### src/rtl/sub_sequencer_pkg.sv
// Shared types and widths for the subtractor sequencer.
package sub_sequencer_pkg;
  localparam int DATA_W = 8;

  typedef enum logic [2:0] {
    IDLE   = 3'd0,
    NEG    = 3'd1,
    ADD_LO = 3'd2,
    ADD_HI = 3'd3,
    DONE   = 3'd4
  } state_t;
endpackage

### src/rtl/sub_sequencer_nibble_add_step.sv
// Combinational 4-bit add with carry-in/carry-out; shared by both nibble cycles.
module sub_sequencer_nibble_add_step (
  input  logic [3:0] a_i,
  input  logic [3:0] b_i,
  input  logic       c_i,
  output logic [3:0] s_o,
  output logic       c_o
);
  assign {c_o, s_o} = {1'b0, a_i} + {1'b0, b_i} + {4'b0000, c_i};
endmodule

### src/rtl/sub_sequencer.sv
// A - B control stage: requests -B from the negation stage, then adds A to it
// over two nibble cycles; level-sensitive en/ready toward its own requester.
module sub_sequencer
  import sub_sequencer_pkg::*;
#(
  parameter int NEG_TIMEOUT = 15
) (
  input  logic              clk,
  input  logic              rst_n,
  input  logic              en,
  input  logic [DATA_W-1:0] A,
  input  logic [DATA_W-1:0] B,
  output logic              neg_en,
  output logic [DATA_W-1:0] neg_operand,
  input  logic [DATA_W-1:0] neg_result,
  input  logic              neg_ready,
  output logic [DATA_W-1:0] Output,
  output logic              ready,
  output logic              borrow,
  output logic              zero,
  output logic              overflow,
  output logic              err
);
  localparam logic [7:0] TMO = 8'(NEG_TIMEOUT);

  state_t            state_q;
  logic [DATA_W-1:0] a_q, b_q, nb_q, out_q;
  logic [3:0]        rlo_q;
  logic              c4_q;
  logic [7:0]        cnt_q;
  logic              ready_q, err_q, neg_en_q, borrow_q, zero_q, ovf_q;

  logic [3:0]        add_a, add_b, add_s;
  logic              add_ci, add_co;
  logic [DATA_W-1:0] sum_full;

  // One adder serves both nibbles; ADD_HI switches to the upper halves and c4.
  always_comb begin
    add_a  = a_q[3:0];
    add_b  = nb_q[3:0];
    add_ci = 1'b0;
    if (state_q == ADD_HI) begin
      add_a  = a_q[7:4];
      add_b  = nb_q[7:4];
      add_ci = c4_q;
    end
  end

  sub_sequencer_nibble_add_step u_nibble_add_step (
    .a_i (add_a),
    .b_i (add_b),
    .c_i (add_ci),
    .s_o (add_s),
    .c_o (add_co)
  );

  assign sum_full = {add_s, rlo_q};

  always_ff @(posedge clk or negedge rst_n) begin
    if (!rst_n) begin
      state_q  <= IDLE;
      a_q      <= '0;
      b_q      <= '0;
      nb_q     <= '0;
      out_q    <= '0;
      rlo_q    <= '0;
      c4_q     <= 1'b0;
      cnt_q    <= '0;
      ready_q  <= 1'b0;
      err_q    <= 1'b0;
      neg_en_q <= 1'b0;
      borrow_q <= 1'b0;
      zero_q   <= 1'b0;
      ovf_q    <= 1'b0;
    end else begin
      case (state_q)
        IDLE: begin
          ready_q <= 1'b0;
          err_q   <= 1'b0;
          if (en) begin
            a_q      <= A;
            b_q      <= B;
            cnt_q    <= '0;
            neg_en_q <= 1'b1;
            state_q  <= NEG;
          end
        end
        NEG: begin
          if (!en) begin
            neg_en_q <= 1'b0;
            state_q  <= IDLE;
          end else if (neg_ready) begin
            nb_q     <= neg_result;
            neg_en_q <= 1'b0;
            state_q  <= ADD_LO;
          end else if (cnt_q == TMO) begin
            neg_en_q <= 1'b0;
            err_q    <= 1'b1;
            ready_q  <= 1'b0;
            state_q  <= DONE;
          end else begin
            cnt_q <= cnt_q + 8'd1;
          end
        end
        ADD_LO: begin
          if (!en) begin
            state_q <= IDLE;
          end else begin
            rlo_q   <= add_s;
            c4_q    <= add_co;
            state_q <= ADD_HI;
          end
        end
        ADD_HI: begin
          if (!en) begin
            state_q <= IDLE;
          end else begin
            out_q    <= sum_full;
            ready_q  <= 1'b1;
            // B=0 negates to 0 so c8 is 0, yet there is no borrow.
            borrow_q <= (b_q != '0) & ~add_co;
            zero_q   <= (sum_full == '0);
            ovf_q    <= (a_q[7] != b_q[7]) & (add_s[3] != a_q[7]);
            state_q  <= DONE;
          end
        end
        DONE: begin
          if (!en) begin
            ready_q <= 1'b0;
            err_q   <= 1'b0;
            state_q <= IDLE;
          end
        end
        default: state_q <= IDLE;
      endcase
    end
  end

  assign neg_en      = neg_en_q;
  assign neg_operand = b_q;
  assign Output      = out_q;
  assign ready       = ready_q;
  assign borrow      = borrow_q;
  assign zero        = zero_q;
  assign overflow    = ovf_q;
  assign err         = err_q;
endmodule

### config.mk
export PLATFORM = sky130hd
export DESIGN_NAME = sub_sequencer
export DESIGN_NICKNAME = d
export VERILOG_FILES = /design/src/rtl/sub_sequencer_pkg.sv /design/src/rtl/sub_sequencer_nibble_add_step.sv /design/src/rtl/sub_sequencer.sv
export SDC_FILE = /design/constraint.sdc
export NUM_CORES = 1
export LEC_CHECK = 0
export CELL_PAD_IN_SITES_DETAIL_PLACEMENT = 0
export CELL_PAD_IN_SITES_GLOBAL_PLACEMENT = 2
export CORE_MARGIN = 2
export CORE_UTILIZATION = 30
export DETAILED_ROUTE_END_ITERATION = 6
export PLACE_DENSITY_LB_ADDON = 0.15
export SYNTH_ARGS = -nofsm -noshare
export SYNTH_HDL_FRONTEND = slang
export SYNTH_SLANG_ARGS = --single-unit
### constraint.sdc
create_clock -name clk -period 2.74 [get_ports clk]
set_clock_uncertainty 0.1 [all_clocks]
set_input_delay 0.411 -clock clk [delete_from_list [all_inputs] [get_ports clk]]
set_output_delay 0.411 -clock clk [all_outputs]
set_load 0.01 [all_outputs]
==> load_flow_metrics.sql <==
INSERT INTO impl_metrics (metric_group, metric, value, unit) VALUES
('floorplan', 'initial_utilization', '30.3', '%'),
('critical_path', 'r2r_cells', '7', ''),
('finish', 'fillers', '871', ''),
('clock_tree', 'clk_pin_slew', '100', 'ps'),
('yosys', 'synth.cells.most_frequent', 'sky130_fd_sc_hd__dfrtp_1, sky130_fd_sc_hd__nand2_1, sky130_fd_sc_hd__mux2_2', ''),
('yosys', 'synth_cells', '239', ''),
('power', 'highest_ir_drop_seen_on_vdd', '0.300', 'mV'),
('flow_run', 'drv.max_cap_violation_count', '0', ''),
('clock_tree', 'cts_inserted_buffers', '5', ''),
('yosys', 'yosys_warnings', '0', ''),
('placement', 'gp_congestion', '0.802', ''),
('routing', 'detailroute.via_count', '1960', ''),
('timing', 'drv_slew', '0', ''),
('yosys', 'synth-main-ff-cell', 'sky130_fd_sc_hd__dfrtp_1', ''),
('power', 'internal_power', '1770', 'uW'),
('critical_path', 'critical_path.endpoint_type', 'flop', ''),
('power', 'seq_power_share', '45.3', '%'),
('run_status', 'run_status', 'finished clean', ''),
('critical_path', 'cp_num_cells', '7', ''),
('power', 'powerDensity', '783', 'mW/mm^2'),
('finish', 'layoutNonFillerInstCount', '406', ''),
('critical_path', 'worst-setup-path-type', 'reg2reg', ''),
('routing', 'detail_route.wl_per_cell', '14.3', 'um'),
('finish', 'post_route_cells_drive_above_1_share', '19.5', '%'),
('placement', 'io_buffer_count', '49', ''),
('critical_path', 'cp.buffers_inverters', '0', ''),
('yosys', 'synth.top_cells.by_area', 'sky130_fd_sc_hd__dfrtp_1, sky130_fd_sc_hd__mux2_2, sky130_fd_sc_hd__nand2_1', ''),
('floorplan', 'die_area', '0.00945', 'sq mm'),
('timing', 'max_clock_freq', '378', 'MHz'),
('routing', 'drc_errors', '0', ''),
('finish', 'n_antenna_cell', '0', ''),
('yosys', 'yosys.area.top_type', 'sky130_fd_sc_hd__dfrtp_1', ''),
('yosys', 'number_of_nets_produced_by_synthesis', '273', ''),
('timing', 'setup_repair_after_global_routing_missed_its_margin', 'false', ''),
('finish', 'final_net_count', '331', ''),
('clock_tree', 'clock-root-buffer', 'sky130_fd_sc_hd__clkbuf_8', ''),
('power', 'power.leakage', '0.00149', 'uW'),
('grt', 'pin_count_of_the_biggest_net_entering_global_routing', '55', ''),
('grt', 'groute.usage.overall', '12.8', '%'),
('yosys', 'synth.cell_area', '0.00261', 'sq mm'),
('yosys', 'synth_top_area_share', '51.8', '%'),
('critical_path', 'path_max_fanout', '4', ''),
('routing', 'ratio_of_routed_vias_to_standard_cells', '4.83', ''),
('timing', 'finalSetupTns', '0', 'ps'),
('yosys', 'ys_seq_area_share', '51.8', '%'),
('clock_tree', 'clock_tree_from_tritoncts', 'built', ''),
('critical_path', 'required_time_at_the_endpoint_of_the_critical_path', '2880', 'ps'),
('power', 'share_of_total_power_in_the_clock_network', '18.0', '%'),
('clock_tree', 'cts_sinks', '54', ''),
('timing', 'fin_crit', '2640', 'ps'),
('routing', 'dr.pass1.iters', '4', ''),
('finish', 'final-seq-area', '0.00135', 'sq mm'),
('yosys', 'yosys.cell_count.top_type', 'sky130_fd_sc_hd__dfrtp_1', ''),
('power', 'p_comb_share', '36.7', '%'),
('critical_path', 'critical_path.cell_chain', 'nand3b_1 -> mux2i_2 -> fa_2 -> nand3b_1 -> and3b_1 -> or4b_2 -> a31oi_1', ''),
('routing', 'detailedRoute.firstIterationViolations', '59', ''),
('timing', 'tightest_slew', '683', 'ps'),
('critical_path', 'most_frequent_cell_on_the_critical_path', 'sky130_fd_sc_hd__nand3b_1', ''),
('clock_tree', 'clk_path_buf_depth', '2', ''),
('yosys', 'ys_seq_elements', '54', ''),
('critical_path', 'cp_slowest_stage_delay', '610', 'ps'),
('yosys', 'post_synth_num_cell_types', '43', ''),
('finish', 'multi_input_gate_area_in_the_final_layout', '0.00118', 'sq mm'),
('clock_tree', 'htree_num_levels', '2', ''),
('clock_tree', 'clk_lat_worst_skew', '310', 'ps'),
('grt', 'antenna_found_initial', '0', ''),
('power', 'total_power', '2630', 'uW'),
('floorplan', 'die_span_in_y', '97.2', 'um'),
('floorplan', 'pin_count', '50', ''),
('timing', 'final_hold_viols', '0', ''),
('yosys', 'synth_async_sr_flop_share', '100', '%');
-- cells in the final DEF (no fill, tap or decap), drive strengths merged, types with 2 or more instances in the layout --
| cell type | synthesis | final |
|---|---|---|
| nand2b | 2 | 2 |
| a21o | 2 | 2 |
| a31oi | 5 | 5 |
| and3b | 2 | 2 |
| nor3 | 3 | 3 |
| inv | 6 | 6 |
| or3b | 2 | 2 |
| clkbuf | 1 | 7 |
| mux2 | 26 | 26 |
| mux2i | 4 | 4 |
| nand3 | 4 | 4 |
| o21ai | 16 | 16 |
| or4b | 2 | 2 |
| o31ai | 2 | 2 |
| nand3b | 3 | 3 |
| nor2 | 9 | 9 |
| dfrtp | 54 | 54 |
| ha | 4 | 4 |
| clkdlybuf4s50 | 0 | 48 |
| nor4 | 3 | 3 |
| nand4 | 2 | 2 |
| buf | 9 | 13 |
| a21oi | 8 | 8 |
| fa | 2 | 2 |
| nand2 | 52 | 52 |
| and3 | 4 | 4 |
-- stage by stage --
step,utilization (%),hold slack (ps),cell area (sq um),worst slack (ps)
after detailed placement,37.8,371,3240,112
after CTS,38.8,146,3340,91.5
after floorplan,-,15.4,2610,25.6
after global routing,39.1,169,3360,2.27
after global placement,37.8,363,3240,216
final,39.1,108,3360,96.1
-- state kept, by name, indices dropped and copies added (netlist names) --
register     flops
zero             1
borrow           1
c4_q             1
overflow         1
rlo_q            4
a_q              8
neg_en           1
state_q          3
neg_operand      8
ready            1
nb_q             8
Output           8
err              1
cnt_q            8
-- layout make-up --
class | instances | share of cell area, %
Clock buffer | 7 | 2.57
Clock inverter | 1 | 0.149
Inverter | 6 | 0.671
Multi-Input combinational cell | 169 | 35.1
Sequential cell | 54 | 40.2
Tap cell | 108 | 4.02
Timing Repair Buffer | 61 | 17.3
-- path summary, 6_finish.rpt --
path,startpoint,endpoint,slack (ps)
max,state_q[2],overflow,100
min,rst_n,cnt_q[7],110
max reg2reg,state_q[2],overflow,100
min reg2reg,Output[1],Output[1],380
max in group asynchronous,rst_n,Output[5],1980
min in group clk,Output[1],Output[1],380
-- power groups by stage --
stage | registers (uW) | logic (uW) | clock network [uW]
final | 1190 | 966 | 474
after global routing | 1230 | 1080 | 521
after CTS | 1190 | 970 | 493
after detailed placement | 1210 | 970 | 0
after global placement | 1210 | 962 | 0
after floorplan | 1210 | 506 | 0
-- timing repair --
item / CTS / global route
endpoints found under the hold margin: 0 / 0
setup endpoints to repair: 0 / 1
hold buffers: 0 / 0
gates resized for setup: 0 / 5
buffers inserted: 0 / 1
-- worst register-to-register path, cell delays in order, from the launching register on --
cell and delay [ps]:
sky130_fd_sc_hd__dfrtp_1 400, sky130_fd_sc_hd__nand3b_1 290, sky130_fd_sc_hd__mux2i_2 240, sky130_fd_sc_hd__fa_2 390, sky130_fd_sc_hd__nand3b_1 170, sky130_fd_sc_hd__and3b_1 180, sky130_fd_sc_hd__or4b_2 610, sky130_fd_sc_hd__a31oi_1 180
-- layer usage --
| metal | wire (um) | vias up | global-route usage [%] |
|---|---|---|---|
| li1 | - | 953 | - |
| met1 | 2840 | 954 | 17.8 |
| met2 | 2650 | 45 | 19.7 |
| met3 | 240 | 8 | 2.88 |
| met4 | 78 | 0 | 4.17 |
| met5 | 0 | - | 0 |
-- logic make-up after synthesis --
family	Yosys count	share of synthesized area [%]
compound gates	40	10.0
xor+xnor	1	0.336
fa+ha+maj	6	3.46
buf+inv	16	3.41
flops	54	51.8
mux	30	12.8
simple gates	92	18.2
(Power assumes the default switching activity.)
